$ cat src/rtl/bus_master_if_if.sv
// ---------------------------------------------------------------------------
// bus_master_if_if
//   Shared word-bus signal bundle between an initiator (bus_master_if) and
//   the arbiter / slave-side read mux. Trailing '_' marks active-low signals.
//
//   master modport : drives bus_req_, bus_addr, bus_as_, bus_rw, bus_wr_data
//                    samples bus_grnt_, bus_rd_data, bus_rdy_
//   slave modport  : the mirror image (arbiter + slave mux side)
// ---------------------------------------------------------------------------
interface bus_master_if_if;
  logic        bus_req_;
  logic        bus_grnt_;
  logic [29:0] bus_addr;
  logic        bus_as_;
  logic        bus_rw;
  logic [31:0] bus_wr_data;
  logic [31:0] bus_rd_data;
  logic        bus_rdy_;

  modport master (
    output bus_req_, bus_addr, bus_as_, bus_rw, bus_wr_data,
    input  bus_grnt_, bus_rd_data, bus_rdy_
  );

  modport slave (
    input  bus_req_, bus_addr, bus_as_, bus_rw, bus_wr_data,
    output bus_grnt_, bus_rd_data, bus_rdy_
  );
endinterface

$ cat src/rtl/bus_master_if.sv
// ---------------------------------------------------------------------------
// bus_master_if
//   Initiator-side bus interface. Turns a single-cycle core access (as_ low
//   in IDLE) into the full bus sequence: request -> arbiter grant -> one-cycle
//   address strobe -> wait for slave ready. Read data is returned through an
//   internal buffer (rd_buf) that is held while the core is stalled.
//
//   Ports:
//     clk, reset     single clock, asynchronous active-high reset
//     as_, rw, addr, wr_data   core access request (as_ active-low)
//     stall, flush   core pipeline control
//     rd_data        read data to the core (rd_buf)
//     busy           core must stall while high (combinational)
//     err            one-cycle bus timeout pulse
//     bus            bus_master_if_if.master; all bus outputs are registered
//
//   Optional feature: define BUS_TIMEOUT_EN to build the ACCESS-state
//   timeout counter (TIMEOUT_CYCLES, 1..255). Without it err is tied 0 and
//   ACCESS waits for the slave indefinitely.
// ---------------------------------------------------------------------------
module bus_master_if #(
  parameter int TIMEOUT_CYCLES = 255
) (
  input  logic                  clk,
  input  logic                  reset,
  input  logic                  as_,
  input  logic                  rw,
  input  logic [29:0]           addr,
  input  logic [31:0]           wr_data,
  input  logic                  stall,
  input  logic                  flush,
  output logic [31:0]           rd_data,
  output logic                  busy,
  output logic                  err,
  bus_master_if_if.master       bus
);

  localparam logic ENABLE_  = 1'b0;
  localparam logic DISABLE_ = 1'b1;
  localparam logic READ     = 1'b1;

  // Elaboration-time sanity check on the timeout length (8-bit counter).
  if (TIMEOUT_CYCLES < 1 || TIMEOUT_CYCLES > 255) begin : g_bad_timeout
    $error("bus_master_if: TIMEOUT_CYCLES must be within 1..255");
  end

  typedef enum logic [1:0] {
    S_IDLE   = 2'd0,
    S_REQ    = 2'd1,
    S_ACCESS = 2'd2,
    S_STALL  = 2'd3
  } state_t;

  // Latched core request; drives the registered bus outputs directly.
  typedef struct packed {
    logic [29:0] addr;
    logic        rw;
    logic [31:0] wr_data;
  } bus_cmd_t;

  state_t   state, state_nxt;
  bus_cmd_t cmd_q;
  logic     req_q;
  logic     as_q;
  logic [31:0] rd_buf;

  // Per-cycle control strobes decoded by the FSM.
  logic accept;     // IDLE takes a new core request
  logic grant_go;   // REQ sees grant: strobe address next cycle
  logic done;       // ACCESS completes (ready or timeout)
  logic timeout;    // completion caused by timeout
  logic to_hit;     // timeout counter reached its last cycle

  // -------------------------------------------------------------------------
  // State register
  // -------------------------------------------------------------------------
  always_ff @(posedge clk or posedge reset) begin
    if (reset) state <= S_IDLE;
    else       state <= state_nxt;
  end

  // -------------------------------------------------------------------------
  // Next state, busy and control strobes
  // -------------------------------------------------------------------------
  always_comb begin
    state_nxt = state;
    busy      = 1'b0;
    accept    = 1'b0;
    grant_go  = 1'b0;
    done      = 1'b0;
    timeout   = 1'b0;
    case (state)
      S_IDLE: begin
        // flush masks the strobe so a squashed instruction never reaches the bus
        if (as_ == ENABLE_ && !flush) begin
          busy      = 1'b1;
          accept    = 1'b1;
          state_nxt = S_REQ;
        end
      end
      S_REQ: begin
        busy = 1'b1;
        if (bus.bus_grnt_ == ENABLE_) begin
          grant_go  = 1'b1;
          state_nxt = S_ACCESS;
        end
      end
      S_ACCESS: begin
        busy = 1'b1;
        // A real ready wins over a coincident timeout.
        if (bus.bus_rdy_ == ENABLE_) begin
          done = 1'b1;
        end else if (to_hit) begin
          done    = 1'b1;
          timeout = 1'b1;
        end
        if (done) state_nxt = stall ? S_STALL : S_IDLE;
      end
      S_STALL: begin
        // Result is complete; core may still be frozen. New strobes wait.
        if (!stall) state_nxt = S_IDLE;
      end
      default: state_nxt = S_IDLE;
    endcase
  end

  // -------------------------------------------------------------------------
  // Registered bus outputs and read buffer
  // -------------------------------------------------------------------------
  always_ff @(posedge clk or posedge reset) begin
    if (reset) begin
      req_q         <= DISABLE_;
      as_q          <= DISABLE_;
      cmd_q.addr    <= '0;
      cmd_q.rw      <= READ;
      cmd_q.wr_data <= '0;
      rd_buf        <= '0;
    end else begin
      if (accept) begin
        cmd_q.addr    <= addr;
        cmd_q.rw      <= rw;
        cmd_q.wr_data <= wr_data;
        req_q         <= ENABLE_;
      end
      // Strobe is raised for the first ACCESS cycle only.
      if (grant_go)               as_q <= ENABLE_;
      else if (state == S_ACCESS) as_q <= DISABLE_;
      if (done) begin
        req_q <= DISABLE_;
        if (timeout)                rd_buf <= '0;
        else if (cmd_q.rw == READ)  rd_buf <= bus.bus_rd_data;
      end
    end
  end

  assign bus.bus_req_     = req_q;
  assign bus.bus_as_      = as_q;
  assign bus.bus_addr     = cmd_q.addr;
  assign bus.bus_rw       = cmd_q.rw;
  assign bus.bus_wr_data  = cmd_q.wr_data;
  assign rd_data          = rd_buf;

  // -------------------------------------------------------------------------
  // Optional ACCESS timeout
  // -------------------------------------------------------------------------
`ifdef BUS_TIMEOUT_EN
  localparam logic [7:0] TO_LAST = 8'(TIMEOUT_CYCLES - 1);

  logic [7:0] to_cnt;
  logic       err_q;

  // Counter is 0 in the first ACCESS cycle, so the TIMEOUT_CYCLES-th
  // ready-less ACCESS cycle is the one that aborts.
  assign to_hit = (state == S_ACCESS) && (to_cnt == TO_LAST);

  always_ff @(posedge clk or posedge reset) begin
    if (reset) begin
      to_cnt <= '0;
      err_q  <= 1'b0;
    end else begin
      err_q <= timeout;
      if (grant_go)
        to_cnt <= '0;
      else if (state == S_ACCESS && bus.bus_rdy_ == DISABLE_)
        to_cnt <= to_cnt + 8'd1;
    end
  end

  assign err = err_q;
`else
  assign to_hit = 1'b0;
  assign err    = 1'b0;
`endif

endmodule

$ cat src/flat_wrapper.sv
// flat-port wrapper written by rule: the top's interface ports become plain ports
module bus_master_if_flat 
#(
  parameter int TIMEOUT_CYCLES = 255
)
  (clk, reset, as_, rw, addr, wr_data, stall, flush, rd_data, busy, err, bus_bus_req_, bus_bus_addr, bus_bus_as_, bus_bus_rw, bus_bus_wr_data, bus_bus_grnt_, bus_bus_rd_data, bus_bus_rdy_);
  bus_master_if_if bus_i ();
  input  logic clk;
  input  logic reset;
  input  logic as_;
  input  logic rw;
  input  logic [29:0] addr;
  input  logic [31:0] wr_data;
  input  logic stall;
  input  logic flush;
  output logic [31:0] rd_data;
  output logic busy;
  output logic err;
  output wire logic [$bits(bus_i.bus_req_)-1:0] bus_bus_req_;
  output wire logic [$bits(bus_i.bus_addr)-1:0] bus_bus_addr;
  output wire logic [$bits(bus_i.bus_as_)-1:0] bus_bus_as_;
  output wire logic [$bits(bus_i.bus_rw)-1:0] bus_bus_rw;
  output wire logic [$bits(bus_i.bus_wr_data)-1:0] bus_bus_wr_data;
  input wire logic [$bits(bus_i.bus_grnt_)-1:0] bus_bus_grnt_;
  input wire logic [$bits(bus_i.bus_rd_data)-1:0] bus_bus_rd_data;
  input wire logic [$bits(bus_i.bus_rdy_)-1:0] bus_bus_rdy_;
  assign bus_bus_req_ = bus_i.bus_req_;
  assign bus_bus_addr = bus_i.bus_addr;
  assign bus_bus_as_ = bus_i.bus_as_;
  assign bus_bus_rw = bus_i.bus_rw;
  assign bus_bus_wr_data = bus_i.bus_wr_data;
  assign bus_i.bus_grnt_ = bus_bus_grnt_;
  assign bus_i.bus_rd_data = bus_bus_rd_data;
  assign bus_i.bus_rdy_ = bus_bus_rdy_;
  bus_master_if #(.TIMEOUT_CYCLES(TIMEOUT_CYCLES)) u_core (.clk(clk), .reset(reset), .as_(as_), .rw(rw), .addr(addr), .wr_data(wr_data), .stall(stall), .flush(flush), .rd_data(rd_data), .busy(busy), .err(err), .bus(bus_i));
endmodule
$ cat config.mk
export PLATFORM = sky130hd
export DESIGN_NAME = bus_master_if_flat
export DESIGN_NICKNAME = d
export VERILOG_FILES = /design/src/rtl/bus_master_if_if.sv /design/src/rtl/bus_master_if.sv /design/src/flat_wrapper.sv
export SDC_FILE = /design/constraint.sdc
export NUM_CORES = 1
export LEC_CHECK = 0
export ABC_AREA = 1
export CAP_MARGIN = 20
export CORE_MARGIN = 5
export CORE_UTILIZATION = 40
export CTS_CLUSTER_SIZE = 8
export DETAILED_ROUTE_END_ITERATION = 16
export PLACE_DENSITY = 0.8
export SLEW_MARGIN = 25
export SYNTH_ARGS = -nofsm -noshare
export SYNTH_HDL_FRONTEND = slang
export SYNTH_SLANG_ARGS = --single-unit
$ cat constraint.sdc
create_clock -name clk -period 4.1 [get_ports clk]
set_input_delay 0.41 -clock clk [delete_from_list [all_inputs] [get_ports clk]]
set_output_delay 0.41 -clock clk [all_outputs]
set_load 0.02 [all_outputs]
After elaboration in Yosys (flattened, before gate mapping)
Cells that the tools add are included.
- multiplexer cells: 18
- reductions and logical operators: 8
- bitwise logic cells: 1
- eq/ne operators: 7
- operators by type and width (operator ; number):
    $mux 1 ; 11
    $mux 2 ; 5
    $pmux 2 s4 ; 1
    $eq 2x2->1 const B ; 2
    $ne 2x1->1 const B ; 2
    $ne 2x2->1 const B ; 2
    $reduce_and 4->1 ; 1
    $reduce_bool 2->1 ; 2
    $eq 2x1->1 const B ; 1
    $logic_not 2->1 ; 1
    $pmux 1 s2 ; 1
    $reduce_and 2->1 ; 1
    $reduce_or 2->1 ; 1
    $logic_and 1x1->1 ; 1
    $logic_not 1->1 ; 1
    $not 1->1 ; 1
- output and inout port bits: 99
- register bits after elaboration: 99
- input port bits: 102
- logic and storage cells: 41

Logic depth before layout (Yosys ltp)
- depth in word-level cells: 6
- depth in mapped cells: 8
- gate-level depth less buffers: 7

Least setup slack after synthesis
Ideal clock, no wire load.
- path kind: register -> output
- start point: reg u_core.state[1]
- end point: out busy
- slack: 2.433 ns
- required time: 3.690 ns
- data arrival time: 1.257 ns
- path buffers: 0
- stages on the path, launching flop included: 7
- path through: dfrtp_1 > inv_1 > ha_1 > nand2_1 > inv_2 > nor2_1 > nor2_1
- cells in the longest elaborated chain, start to end: 3
- elaborated cells on any way between the ends: 5
- those cells by class: eq/ne: 2; mux: 1; reduce/logical: 2
- RTL lines (what ; RTL line ; text):
    start, declared ; bus_master_if.sv:61 ; state_t state, state_nxt;
    start signal, assigned ; bus_master_if.sv:79 ; else state <= state_nxt;
    $eq 2x1->1 or $eq 2x2->1 (tied branches) ; bus_master_if.sv:92 ; case (state)
    $reduce_or 2->1 (no source line) ; - ;
    $pmux 1 s2 (*) ; bus_master_if.sv:92 ;
    end, declared ; flat_wrapper.sv:17 ; output logic busy;
Every way passes the cells marked *; elsewhere a longest branch is shown, timed or not.

Worst setup path in the final report
- start point: reg u_core.cmd_q, in the netlist u_core.bus.bus_rw
- end point: out bus_bus_rw
- RTL lines (what ; RTL line ; text):
    start, declared ; bus_master_if.sv:62 ; bus_cmd_t cmd_q;
    end, declared ; flat_wrapper.sv:22 ; output wire logic [$bits(bus_i.bus_rw)-1:0] bus_bus_rw;
No word-level cell between the ends.

==> run_results.csv <==
group,metric,value,unit
final_layout,synthToLayoutAreaGrowth,52.5,%
placed_design,routabilityCongestion,0.751,
setup_path,r2r_slack,1.84,ns
cts,cts_hold_buf,0,
sta,finalCritPeriodShare,0.606,
sta,fmax,0.402,GHz
setup_path,critPathLaunch,"u_core.bus.bus_rw$_DFFE_PP1P_",
logic_synthesis,avgSynthCellArea,9.00,um2
final_layout,drive_gt1_frac,0.0372,
cts,post_cts_resize_count,0,
flow_run,maxCapViolCount,0,
power,cellPowerDensity,763,nW/um2
die,io_pins,201,
grt,grt_overflow_total,0,
die,initial_utilization,0.413,
setup_path,setup.worst_path.end,"bus_bus_rw",
final_layout,multi_input_area,1320,um2
grt,grt_util_all_layers,0.187,
placed_design,dp_hpwl,8.18,mm
cts,clock_insertion_delay_worst_skew,0.34,ns
hold_path,worstHoldPathType,"register to register",
cts,cts_htree_levels,3,
sta,slew-limit-headroom,0.460,
setup_path,rr_startpoint,"u_core.state[0]$_DFFE_PP0P_",
cts,cts_tree,"done",
setup_path,path_cells,"clkdlybuf4s50_1",
sta,tightest_slew,0.811,ns
outcome,status,"complete, no violations",
grt,grt_max_degree,92,
setup_path,slowest_stage,"dfstp_2",
sta,min_period,2.49,ns
sta,final_hold_viol_count,0,
sta,finalSetupViolations,0,
logic_synthesis,ys_types,19,
setup_path,end_kind,"output pin",
setup_path,critPathKind,"register to output pin",
routing,drc,0,
die,core_area,9820,um2
cts,cts_setup_buffers,0,
sta,holdWs,0.473,ns
die,die_w,111,um
grt,grt_pass1_vias,3789,
setup_path,max_stage_delay,0.99,ns
cts,clockRootBuffer,"clkbuf_8",
final_layout,n_antenna_cell,0,
setup_path,crit_cells,1,
routing,vias,3577,
cts,cts.path.max_buffers,2,
cts,clock_sinks,99,
routing,drt_pre_antenna_iters,4,
die,num_rows,36,
sta,tns,0,ns
power,peakVddDrop,0.411,mV
setup_path,path_buf_inv,1,
setup_path,crit_family,"flip-flops",
final_layout,regArea,2480,um2
routing,drtAntennaViolNets,0,
power,p_leak,3.06,nW
sta,maxSlewViolCount,0,
logic_synthesis,yosys_warnings,0,
logic_synthesis,synth_seq_cells,99,
logic_synthesis,netlist_area,4060,um2
setup_path,cp_max_fo,35,
routing,wire_per_inst,14.5,um
cts,cts_buffers,9,
logic_synthesis,synth-seq-area-share,0.611,
sta,fin_skew,0.00875,ns
routing,drtIter0Drc,237,
grt,grt_pass1_wl,18.9,mm
setup_path,critPathLaunchType,"register",
logic_synthesis,netlist_instances,451,
final_layout,fillers,836,
final_layout,nets,748,
sta,rsz0062_at_grt,"no",
routing,avgViaCountPerCell,4.60,
setup_path,cp.required,3.69,ns
cts,clkTransAtPathRegs,0.09,ns
routing,drt-total-wl,11.3,mm
die,dieHeight,111,um
setup_path,rr_worst_depth,7,
grt,antenna_found_initial,0,
placed_design,port_buffers,199,
logic_synthesis,synth_nets,559,
die,dieArea,12300,um2
setup_path,r2r-end,"u_core.rd_data[23]$_DFFE_PP0P_",
setup_path,critPathArrivalTime,2.08,ns
==> report_power, final <==
| part | total, mW | internal (mW) | switching [mW] |
|---|---|---|---|
| sequential | 1.78 | 1.46 | 0.324 |
| combinational | 2.38 | 1.12 | 1.27 |
| clock | 0.553 | 0.238 | 0.314 |
==> cell families after synthesis <==
group	count (synthesis)	synth area share
adders and majority gates	6	0.0185
and+or+nand+nor	307	0.299
other	1	0.000924
DFF	99	0.611
AOI/OAI and AO/OA	5	0.00678
buffers and inverters	33	0.0635
==> Yosys cell counts <==
master	count	share of area
dfstp_2	3	0.019
a21oi_1	1	0.0012
inv_2	2	0.0019
buf_6	15	0.042
clkbuf_1	1	0.00092
a21o_1	1	0.0019
inv_1	7	0.0065
buf_2	2	0.0025
nand3_1	36	0.044
nand2_1	263	0.24
conb_1	1	0.00092
ha_1	6	0.019
nor2_4	1	0.0028
nor2_1	6	0.0056
nand2_4	1	0.0028
o21ai_0	3	0.0037
dfrtp_1	96	0.59
buf_4	5	0.0093
buf_1	1	0.00092
==> area by class of cell <==
type,instances,area share
sequential,99,0.401
multi-input combinational,319,0.214
clock inverter,2,0.00202
tap,133,0.0269
timing repair buffer,202,0.326
inverter,9,0.00627
clock buffer,14,0.0247
==> worst reg2reg max path: stages, from the launching register on <==
cell and delay (ns):
dfrtp_1 0.45, inv_1 0.14, ha_1 0.27, inv_2 0.08, nor2_4 0.59, nand2_4 0.38
nand2_1 0.18, nand2_1 0.07
==> per-stage QoR <==
stage | power, mW | worst slack [ns] | utilization | cell area, um2 | cells
global route | 5.05 | 1.52 | 0.630 | 6190 | 778
detailed placement | 4.21 | 1.80 | 0.613 | 6020 | 762
finish | 4.72 | 1.61 | 0.630 | 6190 | 778
global placement | 4.14 | 1.85 | 0.613 | 6020 | 762
CTS | 4.79 | 1.59 | 0.630 | 6190 | 778
floorplan | 2.97 | 1.10 | - | 4060 | 451
==> worst min-delay path by stage <==
stage                                         startpoint                               to  slack [ns]  cells past startpoint
after floorplan                             bus_bus_rdy_  u_core.bus.bus_req_$_DFFE_PP1P_        0.48                      1
after global placement    u_core.rd_data[26]$_DFFE_PP0P_   u_core.rd_data[26]$_DFFE_PP0P_        0.45                      2
after detailed placement   u_core.rd_data[4]$_DFFE_PP0P_    u_core.rd_data[4]$_DFFE_PP0P_        0.46                      2
after CTS                  u_core.rd_data[4]$_DFFE_PP0P_    u_core.rd_data[4]$_DFFE_PP0P_        0.48                      2
after global routing      u_core.rd_data[31]$_DFFE_PP0P_   u_core.rd_data[31]$_DFFE_PP0P_        0.50                      2
final                      u_core.rd_data[4]$_DFFE_PP0P_    u_core.rd_data[4]$_DFFE_PP0P_        0.47                      2
==> layout by cell type (no fill, tap or decap) <==
cell	instances
dfstp_2	3
nor2_4	1
conb_1	1
nand2_4	1
o21ai_0	3
nand3_1	36
nand2_2	1
a21o_1	1
inv_2	2
nand2_1	262
clkinvlp_4	1
dfrtp_1	96
ha_1	6
clkbuf_1	4
clkdlybuf4s50_1	199
inv_1	6
nor2_1	6
clkinv_2	1
inv_6	1
buf_4	3
clkbuf_8	10
a21oi_1	1
==> sequential cells by signal (all words and copies together), names as in the netlist <==
register / cells
u_core.bus.bus_wr_data: 32
u_core.state: 2
u_core.bus.bus_req_: 1
u_core.bus.bus_addr: 30
u_core.bus.bus_rw: 1
u_core.rd_data: 32
u_core.bus.bus_as_: 1
==> routing by layer <==
layer  track usage  vias up  part of all wire
met5             0        -                 0
met4        0.0673        0             0.019
met3        0.0562       13             0.071
met2         0.312      133              0.50
met1         0.230     1679              0.41
li1              -     1752                 -
Note: power is estimated with default switching activity, not from simulation.
